===== config.mk =====
export PLATFORM = sky130hd
export DESIGN_NAME = encoder_8x3_serial_flat
export DESIGN_NICKNAME = d
export VERILOG_FILES = /design/src/rtl/encoder_8x3_serial_pkg.sv /design/src/rtl/encoder_8x3_serial_if.sv /design/src/rtl/encoder_8x3_serial_prio_enc.sv /design/src/rtl/encoder_8x3_serial.sv /design/src/flat_wrapper.sv
export SDC_FILE = /design/constraint.sdc
export NUM_CORES = 1
export LEC_CHECK = 0
export ABC_AREA = 1
export ABC_CLOCK_PERIOD_IN_PS = 1500
export CORE_ASPECT_RATIO = 1.2
export CORE_MARGIN = 8
export CORE_UTILIZATION = 44
export CTS_BUF_LIST = sky130_fd_sc_hd__clkbuf_16
export CTS_CLUSTER_DIAMETER = 30
export CTS_CLUSTER_SIZE = 24
export DETAILED_ROUTE_END_ITERATION = 10
export PLACE_DENSITY = 0.74
export SLEW_MARGIN = 20
export SYNTH_ARGS = -nofsm -noshare
export SYNTH_HDL_FRONTEND = slang
export SYNTH_SLANG_ARGS = --single-unit
export TNS_END_PERCENT = 5

===== constraint.sdc =====
create_clock -name clk -period 1.5 [get_ports clk]
set_clock_uncertainty 0.1 [all_clocks]
set_input_delay 0.15 -clock clk [delete_from_list [all_inputs] [get_ports clk]]
set_output_delay 0.15 -clock clk [all_outputs]
set_load 0.05 [all_outputs]

===== src/rtl/encoder_8x3_serial_pkg.sv =====
// Shared types and constants for the serial 8-to-3 request encoder.
// Optional feature macro: ENC_COUNT_EN (adds the remaining-beat counter).
package enc_pkg;

  localparam int REQ_W  = 8;
  localparam int CODE_W = 3;

  typedef enum logic {
    IDLE = 1'b0,
    EMIT = 1'b1
  } state_e;

  // Number of set request bits in a word (0..8).
  function automatic logic [3:0] popcount8(input logic [REQ_W-1:0] w);
    logic [3:0] n;
    n = 4'd0;
    for (int i = 0; i < REQ_W; i++) begin
      n = n + {3'b000, w[i]};
    end
    return n;
  endfunction

endpackage


===== src/rtl/encoder_8x3_serial_if.sv =====
// Request/response bundle for the serial encoder.
// slave: the encoder's view; master: the environment driving it.
// Optional feature macro: ENC_COUNT_EN (adds cnt).
interface encoder_8x3_serial_if;
  import enc_pkg::*;

  logic              in_valid;
  logic [REQ_W-1:0]  in_data;
  logic              in_ready;
  logic              out_valid;
  logic [CODE_W-1:0] out_code;
  logic              out_last;
  logic              out_ready;
  logic              zero_pulse;
`ifdef ENC_COUNT_EN
  logic [3:0]        cnt;
`endif

  modport slave (
    input  in_valid, in_data, out_ready,
    output in_ready, out_valid, out_code, out_last, zero_pulse
`ifdef ENC_COUNT_EN
    , output cnt
`endif
  );

  modport master (
    output in_valid, in_data, out_ready,
    input  in_ready, out_valid, out_code, out_last, zero_pulse
`ifdef ENC_COUNT_EN
    , input cnt
`endif
  );

endinterface


===== src/rtl/encoder_8x3_serial_prio_enc.sv =====
// Combinational lowest-set-bit finder: LSB has the highest priority.
module prio_enc_8x3
  import enc_pkg::*;
(
  input  logic [REQ_W-1:0]  req,
  output logic [CODE_W-1:0] code,
  output logic              any
);

  // Scan from MSB down so the last hit (lowest index) wins.
  always_comb begin
    // NOTE: every output gets a default before the loop so no path leaves it unassigned (no latch).
    code = '0;
    any  = 1'b0;
    for (int i = REQ_W - 1; i >= 0; i--) begin
      if (req[i]) begin
        code = CODE_W'(i);
        any  = 1'b1;
      end
    end
  end

endmodule


===== src/rtl/encoder_8x3_serial.sv =====
// Serial 8-to-3 encoder: accepts a request word, then emits the index of
// each set bit, lowest first, one beat per out_ready handshake.
// Optional feature macro: ENC_COUNT_EN (cnt = beats still to be emitted).
module encoder_8x3_serial
  import enc_pkg::*;
(
  input  logic                  clk,
  input  logic                  rst,
  encoder_8x3_serial_if.slave   bus
);

  state_e            state_q, state_d;
  logic [REQ_W-1:0]  pend_q, pend_d;
  logic              out_valid_q, out_valid_d;
  logic [CODE_W-1:0] out_code_q, out_code_d;
  logic              out_last_q, out_last_d;
  logic              zero_q, zero_d;
  logic [CODE_W-1:0] nxt_code;
  logic              nxt_any;
`ifdef ENC_COUNT_EN
  logic [3:0]        cnt_q, cnt_d;
`endif

  // The priority search looks at next-state pend so the code is registered
  // and valid in the very cycle EMIT begins.
  prio_enc_8x3 u_prio (
    .req  (pend_d),
    .code (nxt_code),
    .any  (nxt_any)
  );

  // Next-state logic: accept in IDLE, retire one bit per handshake in EMIT.
  always_comb begin
    state_d = state_q;
    pend_d  = pend_q;
    zero_d  = 1'b0;
`ifdef ENC_COUNT_EN
    cnt_d   = cnt_q;
`endif
    case (state_q)
      IDLE: begin
        if (bus.in_valid) begin
          if (bus.in_data != '0) begin
            pend_d  = bus.in_data;
            state_d = EMIT;
`ifdef ENC_COUNT_EN
            cnt_d   = popcount8(bus.in_data);
`endif
          end else begin
            zero_d = 1'b1;
          end
        end
      end
      EMIT: begin
        if (bus.out_ready) begin
          // Clearing the lowest set bit is exactly the bit out_code indexes.
          pend_d = pend_q & (pend_q - 1'b1);
`ifdef ENC_COUNT_EN
          cnt_d  = cnt_q - 4'd1;
`endif
          if (out_last_q) state_d = IDLE;
        end
      end
      default: state_d = IDLE;
    endcase

    out_valid_d = (state_d == EMIT) && nxt_any;
    out_code_d  = out_valid_d ? nxt_code : '0;
    out_last_d  = out_valid_d && ((pend_d & (pend_d - 1'b1)) == '0);
  end

  // State and registered outputs; synchronous reset wins over any handshake.
  always_ff @(posedge clk) begin
    // NOTE: sequential state uses non-blocking assignments so every flop samples pre-edge values.
    if (rst) begin
      state_q     <= IDLE;
      pend_q      <= '0;
      out_valid_q <= 1'b0;
      out_code_q  <= '0;
      out_last_q  <= 1'b0;
      zero_q      <= 1'b0;
`ifdef ENC_COUNT_EN
      cnt_q       <= 4'd0;
`endif
    end else begin
      state_q     <= state_d;
      pend_q      <= pend_d;
      out_valid_q <= out_valid_d;
      out_code_q  <= out_code_d;
      out_last_q  <= out_last_d;
      zero_q      <= zero_d;
`ifdef ENC_COUNT_EN
      cnt_q       <= cnt_d;
`endif
    end
  end

  assign bus.in_ready   = (state_q == IDLE);
  assign bus.out_valid  = out_valid_q;
  assign bus.out_code   = out_code_q;
  assign bus.out_last   = out_last_q;
  assign bus.zero_pulse = zero_q;
`ifdef ENC_COUNT_EN
  assign bus.cnt        = cnt_q;
`endif

endmodule


===== src/flat_wrapper.sv =====
// flat-port wrapper written by rule: the top's interface ports become plain ports
module encoder_8x3_serial_flat import enc_pkg::*;
  (clk, rst, bus_in_valid, bus_in_data, bus_out_ready, bus_in_ready, bus_out_valid, bus_out_code, bus_out_last, bus_zero_pulse);
  encoder_8x3_serial_if bus_i ();
  input  logic clk;
  input  logic rst;
  input wire logic [$bits(bus_i.in_valid)-1:0] bus_in_valid;
  input wire logic [$bits(bus_i.in_data)-1:0] bus_in_data;
  input wire logic [$bits(bus_i.out_ready)-1:0] bus_out_ready;
  output wire logic [$bits(bus_i.in_ready)-1:0] bus_in_ready;
  output wire logic [$bits(bus_i.out_valid)-1:0] bus_out_valid;
  output wire logic [$bits(bus_i.out_code)-1:0] bus_out_code;
  output wire logic [$bits(bus_i.out_last)-1:0] bus_out_last;
  output wire logic [$bits(bus_i.zero_pulse)-1:0] bus_zero_pulse;
  assign bus_i.in_valid = bus_in_valid;
  assign bus_i.in_data = bus_in_data;
  assign bus_i.out_ready = bus_out_ready;
  assign bus_in_ready = bus_i.in_ready;
  assign bus_out_valid = bus_i.out_valid;
  assign bus_out_code = bus_i.out_code;
  assign bus_out_last = bus_i.out_last;
  assign bus_zero_pulse = bus_i.zero_pulse;
  encoder_8x3_serial u_core (.clk(clk), .rst(rst), .bus(bus_i));
endmodule

==> key figures, run 1 <==
Outcome
  – Run status: finished with violations
  – Failing checks: setup timing

Routing
  – DRC viols: 0
  – Routed WL: 2730 µm
  – DRT iter0 DRCs: 31
  – Vias per Instance: 5.05
  – Drt first pass iters: 4
  – Final ANT Viol Nets: 0
  – Avg WL per Cell: 13.8 µm
  – Via count: 994

Cells and area
  – Area of the multi-input gates: 579 µm²
  – FF/Latch Area: 305 µm²
  – Total Nets Final: 191
  – Inserted Diodes: 0
  – Fillers: 138
  – Design area: 1400 µm²
  – Area grow syn2layout: 62.4%
  – Layout cells sized above 1: 0.433
  – Final cell count without fillers: 197

Power and ir drop
  – PD cells: 1020 nW/µm²
  – Worst IR Drop VDD: 734 µV
  – Register share of total power: 0.311
  – Sw Pwr: 0.450 mW
  – P_leak: 0.677 nW
  – Internal Pwr Total: 0.980 mW
  – Clk network pwr share: 0.355
  – Comb pwr share: 0.334
  – Switching Fraction: 0.315

Yosys
  – Top-area cell type share of the netlist area: 0.348
  – Post-synth EDFFs: 0
  – Mux cell area share after synthesis: 0
  – Seq cells post-synth: 15
  – Complex-gate fraction of the synthesized area: 0.0900
  – Most numerous cell in the Yosys netlist: nand2_1
  – FFs w/ async S/R, synth: 0
  – Synth area leaders: dfxtp_1 35%, nand2_1 23%, nand2_2 7.3%
  – Synth Instances: 132
  – Largest family of logic cells by synthesized area: simple AND/OR/NAND/NOR gates
  – Post-Synth XOR/XNOR Area: 0
  – Adder-cell share of the synthesized area: 0
  – Synth cell types: 24
  – Mapped Nets: 144
  – Synth Area per Inst: 6.53 µm²
  – Post-synthesis sequential area ratio: 0.348
  – Synth Warn #: 0
  – Post-Synth Simple-Gate Area: 0.508
  – Syn Std Cell Area: 862 µm²
  – Post-synth top flop: dfxtp_1
  – Cell taking the most area after synthesis: dfxtp_1
  – Commonest cells post-synth: 53 x nand2_1, 16 x nor2_1, 15 x dfxtp_1

Job
  – Max Cap Viol: 0

Clock network
  – Clock Path Buffers: 2
  – Clock sink count: 15
  – Htree depth: 1
  – CTS tree: done
  – CTS Hold Bufs: 0
  – Worst-Skew Late Latency: 0.24 ns
  – TritonCTS Buffers: 3
  – Clock edge transition at the registers on the reported setup and hold paths: 0.05 ns
  – Clk root buf: clkbuf_16

Placed design
  – Post-Place Cell Area: 1230 µm²
  – Inst Count DP: 189
  – I/O Buffers: 18
  – GPL Wtd Cong: 0.893
  – Detailed placement HPWL: 1900 µm

Floorplanning
  – Die Area: 3640 µm²
  – Die Span X: 56.4 µm
  – # IOs: 19
  – Core footprint: 1850 µm²
  – Die Y: 64.5 µm
  – Initial Utilization: 0.466
  – Row count: 17

Critical path
  – Critical Path Most Common Cell: nand2_2
  – Max incr delay on CP: 0.33 ns
  – Crit path DAT: 1.71 ns
  – R2R cell count: 10
  – WS Path Type: flop to flop
  – Worst-path fanout max: 4
  – R2r startpoint: u_core.pend_q[1]
  – R2R Setup Slk: -0.17 ns
  – Critical Path End Type: flop
  – RR Endpoint: u_core.bus.out_code[1]
  – CP Launch Type: flop
  – Required time of the worst setup path: 1.54 ns
  – Crit-path cells: nor3_4 > nand2_2 > o21ai_2 > nand2_1 > nand2_2 > nand2_4 > nor2_4 > a21oi_4 > nand3_2 > nor2_1
  – CP max stage cell: dfxtp_2

Global routing
  – First-pass GRT wire length: 4600 µm
  – Number of antenna violations at the first check in global routing: 0
  – Tot GR Track Use: 0.154
  – Vias in the first global route: 1012
  – Pin count of the biggest net entering global routing: 10
  – Total grt overflow: 0

Hold path
  – HP Start: bus_in_data[7]
  – Hold EP: u_core.bus.zero_pulse
  – WHS Path Cells: 4
  – HP Class: input pin to flop

STA
  – Slew Viols, Final: 0
  – Final Hold Viols: 0
  – Max frequency: 597 MHz
  – Slew HR: 0.840
  – Time the worst path needs with I/O delays and setup: 1.67 ns
  – Period utilisation layout: 1.12
  – Worst setup margin: -0.174 ns
  – Least-Margin Pin Slew: 0.239 ns
  – RSZ-0062 raised after global routing: yes
  – Setup violators final: 5
timing repair:
action,CTS,global route
resized for setup,28,8
pin swaps,20,14
buffers inserted,4,0
gates cloned,0,0
endpoints found under the setup margin,12,5
critical path: cells and delay by family (launching register included):
kind             cells  cell delay (ns)
AO/OA/AOI/OAI        2             0.24
AND/OR/NAND/NOR      8             0.88
flip-flops           1             0.33
metrics by stage:
step           hold slack (ns)   util  setup TNS, ns  total power, mW  setup WS, ns
2_1_floorplan            0.240      -         -0.244            0.704       -0.0863
3_3_place_gp             0.502  0.666          -4.05            0.865        -0.526
3_5_place_dp             0.502  0.666          -4.80            0.872        -0.585
4_1_cts                  0.282  0.744         -0.480             1.41        -0.134
5_1_grt                  0.263  0.757          -1.13             1.49        -0.261
6_report                 0.241  0.757         -0.733             1.43        -0.174
sequential cells by signal, indices dropped and copies added (netlist names):
signal	cells
u_core.pend_q	8
u_core.bus.out_last	1
u_core.bus.zero_pulse	1
u_core.bus.out_valid	1
u_core.state_q	1
u_core.bus.out_code	3
logic make-up after synthesis:
| logic type | Yosys count |
|---|---|
| AND/OR/NAND/NOR | 95 |
| AO/OA/AOI/OAI | 11 |
| flip-flops | 15 |
| buffers and inverters | 11 |
cells in the final DEF, fill, tap and decap left out, types with 4 or more instances in the layout:
cell and instances:
buf_4 31, dfxtp_1 13, dlygate4sd2_1 8, inv_1 4, nand2_1 43, nand2_2 17
nand2_4 5, nand3_1 5, nor2_1 14, nor2_2 4
per-layer routing:
metal	routed length [µm]	vias to the layer above	share of wire	global-route usage
met4	44	0	0.016	0.0723
li1	-	504	-	-
met1	1020	453	0.38	0.166
met5	0	-	0	0
met2	1530	30	0.56	0.286
met3	125	7	0.046	0.0234
cell type report:
class                      count  share of cell area
inverter                       8              0.0268
sequential                    15               0.218
timing repair buffer          45               0.268
tap                           19              0.0170
multi-input combinational    106               0.414
clock inverter                 1             0.00268
clock buffer                   3              0.0536
worst max path at each step:
stage	slack, ns	to	from	cells after the start
finish	-0.17	u_core.bus.out_code[1]	u_core.pend_q[1]	10
global route	-0.26	u_core.bus.out_last	u_core.state_q	14
CTS	-0.13	u_core.bus.out_code[1]	u_core.pend_q[1]	10
detailed placement	-0.58	u_core.bus.out_last	bus_in_data[0]	12
global placement	-0.53	u_core.bus.out_last	bus_in_data[0]	12
floorplan	-0.09	u_core.bus.out_last	u_core.state_q	14
power by group through the flow:
stage	registers (mW)	clock network, mW	logic, mW
floorplan	0.490	0	0.213
global placement	0.450	0	0.415
detailed placement	0.451	0	0.422
CTS	0.445	0.506	0.455
global route	0.448	0.531	0.515
finish	0.445	0.508	0.477
(Power assumes the default switching activity.)
==> run 2, diff against run 1 <==
==> constraint.sdc (replaced) <==
create_clock -name clk -period 1.5 [get_ports clk]
set_clock_uncertainty 0.1 [all_clocks]
set_input_delay 0.3 -clock clk [delete_from_list [all_inputs] [get_ports clk]]
set_output_delay 0.3 -clock clk [all_outputs]
set_load 0.05 [all_outputs]
==> run 2 against run 1 <==
Compared with the run above:
- the flow still finishes with violations (setup timing)
- via count is 10% higher
- die area is the same
- design area rose by 14%
- combinational power rose by 22%
- sequential power up 2%
- highest routed layer unchanged
- non-clock buffer count increased by 10
- largest power group is now combinational cells
==> key figures, run 2 (synthesized netlist as in run 1, its figures left out) <==
Critical path
  – CP Launch Type: flop
  – Crit path from: u_core.pend_q[1]
  – Crit path DAT: 1.78 ns
  – Worst-path fanout max: 4
  – Critical path endpoint: u_core.bus.out_code[0]
  – R2R Setup Slk: -0.24 ns
  – RR Endpoint: u_core.bus.out_code[0]
  – R2r startpoint: u_core.pend_q[1]
  – Critical Path End Type: flop
  – Required time of the worst setup path: 1.54 ns
  – WS Path Type: flop to flop
  – R2R cell count: 11

Power and ir drop
  – Worst IR Drop VDD: 902 µV
  – PD cells: 985 nW/µm²
  – P_leak: 0.756 nW
  – Pwr Total: 1.58 mW

Placed design
  – GPL Wtd Cong: 0.839
  – Inst Count DP: 189
  – I/O Buffers: 18
  – Detailed placement HPWL: 1890 µm

Cells and area
  – Layout cells sized above 1: 0.569
  – Util after Layout: 0.865
  – Commonest non-fill, non-tap cell in the layout: nand2_1
  – Total Nets Final: 201
  – Max reg flops: 8
  – Area grow syn2layout: 85.6%
  – Most frequent cells in the layout: 40 x nand2_1, 31 x buf_4, 16 x nand2_2, 13 x dfxtp_1, 12 x nor2_1
  – Inserted Diodes: 0
  – Largest reg by FF count: u_core.pend_q
  – Final cell count without fillers: 207

Global routing
  – Vias in the first global route: 1124
  – First-pass GRT wire length: 4820 µm
  – Pin count of the biggest net entering global routing: 10
  – Tot GR Track Use: 0.161
  – Number of antenna violations at the first check in global routing: 0
  – Total grt overflow: 0

Routing
  – Final ANT Viol Nets: 0
  – Vias per Instance: 5.29
  – Routed WL: 3360 µm
  – Drt first pass iters: 4
  – Via count: 1095
  – DRC viols: 0
  – Avg WL per Cell: 16.2 µm
  – DRT iter0 DRCs: 45

Floorplanning
  – Row count: 17
  – Die Y: 64.5 µm
  – # IOs: 19
  – Die Area: 3640 µm²
  – Die Span X: 56.4 µm
  – Initial Utilization: 0.466
  – Core footprint: 1850 µm²

Clock network
  – Clock sink count: 15
  – CTS tree: done
  – TritonCTS Buffers: 3
  – Worst-Skew Late Latency: 0.25 ns
  – Htree depth: 1
  – Clock edge transition at the registers on the reported setup and hold paths: 0.05 ns
  – Clock Path Buffers: 2
  – Clk root buf: clkbuf_16

STA
  – Period utilisation layout: 1.16
  – Slew HR: 0.778
  – RSZ-0062 raised after global routing: yes
  – Time the worst path needs with I/O delays and setup: 1.74 ns
  – Setup violators final: 6
  – Max frequency: 575 MHz
  – Slew Viols, Final: 0
  – Least-Margin Pin Slew: 0.329 ns
  – Final Hold Viols: 0
  – Worst setup margin: -0.240 ns

Outcome
  – Failing checks: setup timing
  – Run status: finished with violations

Hold path
  – HP Start: bus_in_data[0]
  – HP Class: input pin to flop

Job
  – Max Cap Viol: 0
==> run 2: power breakdown <==
| group | internal [mW] | switching (mW) |
|---|---|---|
| clock | 0.357 | 0.179 |
| combinational | 0.265 | 0.318 |
| sequential | 0.428 | 0.0288 |
==> run 2: per-layer routing <==
| layer | wire, µm | GRT usage |
|---|---|---|
| met5 | 0 | 0 |
| met4 | 143 | 0.0602 |
| met3 | 193 | 0.0331 |
| met2 | 1800 | 0.300 |
| met1 | 1220 | 0.172 |
==> run 2: what timing repair did <==
action,in CTS,in global routing
pin swaps,23,28
setup endpoints to repair,14,7
hold buffers,0,0
resized for setup,52,26
buffers inserted,10,4
==> run 2: layout make-up <==
cell class	instances	area [µm²]
tap	19	23.8
timing repair buffer	55	504
clock buffer	3	75.1
sequential	15	305
inverter	8	40.0
clock inverter	1	5.00
fill	98	250
multi-input combinational	106	647
==> run 2: critical path, stage by stage, from the launching register on <==
cell and delay (ns):
dfxtp_2 0.33, nor3_4 0.24, nand2_2 0.13, o21ai_1 0.18, nand2_1 0.13, nand2_4 0.12, buf_6 0.10, nand2_2 0.05
nand3_2 0.05, nand2_1 0.06, nand2_1 0.08, a21oi_2 0.06
==> run 2: worst min-delay path by stage <==
stage / to / slack, ns / cells past startpoint
after floorplan: u_core.bus.zero_pulse / 0.38 / 3
after global placement: u_core.pend_q[7] / 0.60 / 5
after detailed placement: u_core.pend_q[7] / 0.60 / 5
after CTS: u_core.bus.zero_pulse / 0.36 / 5
after global routing: u_core.bus.zero_pulse / 0.37 / 5
final: u_core.bus.zero_pulse / 0.36 / 5
==> run 2: per-stage QoR <==
step	hold slack, ns	setup WS (ns)	cell area [µm²]	setup TNS (ns)
after CTS	0.365	-0.122	1510	-0.441
after global placement	0.596	-0.687	1330	-6.19
after global routing	0.375	-0.293	1600	-1.47
after floorplan	0.379	-0.0909	898	-0.249
final	0.362	-0.240	1600	-1.07
after detailed placement	0.596	-0.727	1330	-6.70
==> run 3, diff against run 2 <==
--- a/config.mk
+++ b/config.mk
@@ -15,7 +15,6 @@
 export CTS_CLUSTER_SIZE = 24
 export DETAILED_ROUTE_END_ITERATION = 10
 export PLACE_DENSITY = 0.74
-export SLEW_MARGIN = 20
 export SYNTH_ARGS = -nofsm -noshare
 export SYNTH_HDL_FRONTEND = slang
 export SYNTH_SLANG_ARGS = --single-unit
==> results of run 3 <==
No change in the layout: final DEF, timing and power equal those of run 2.
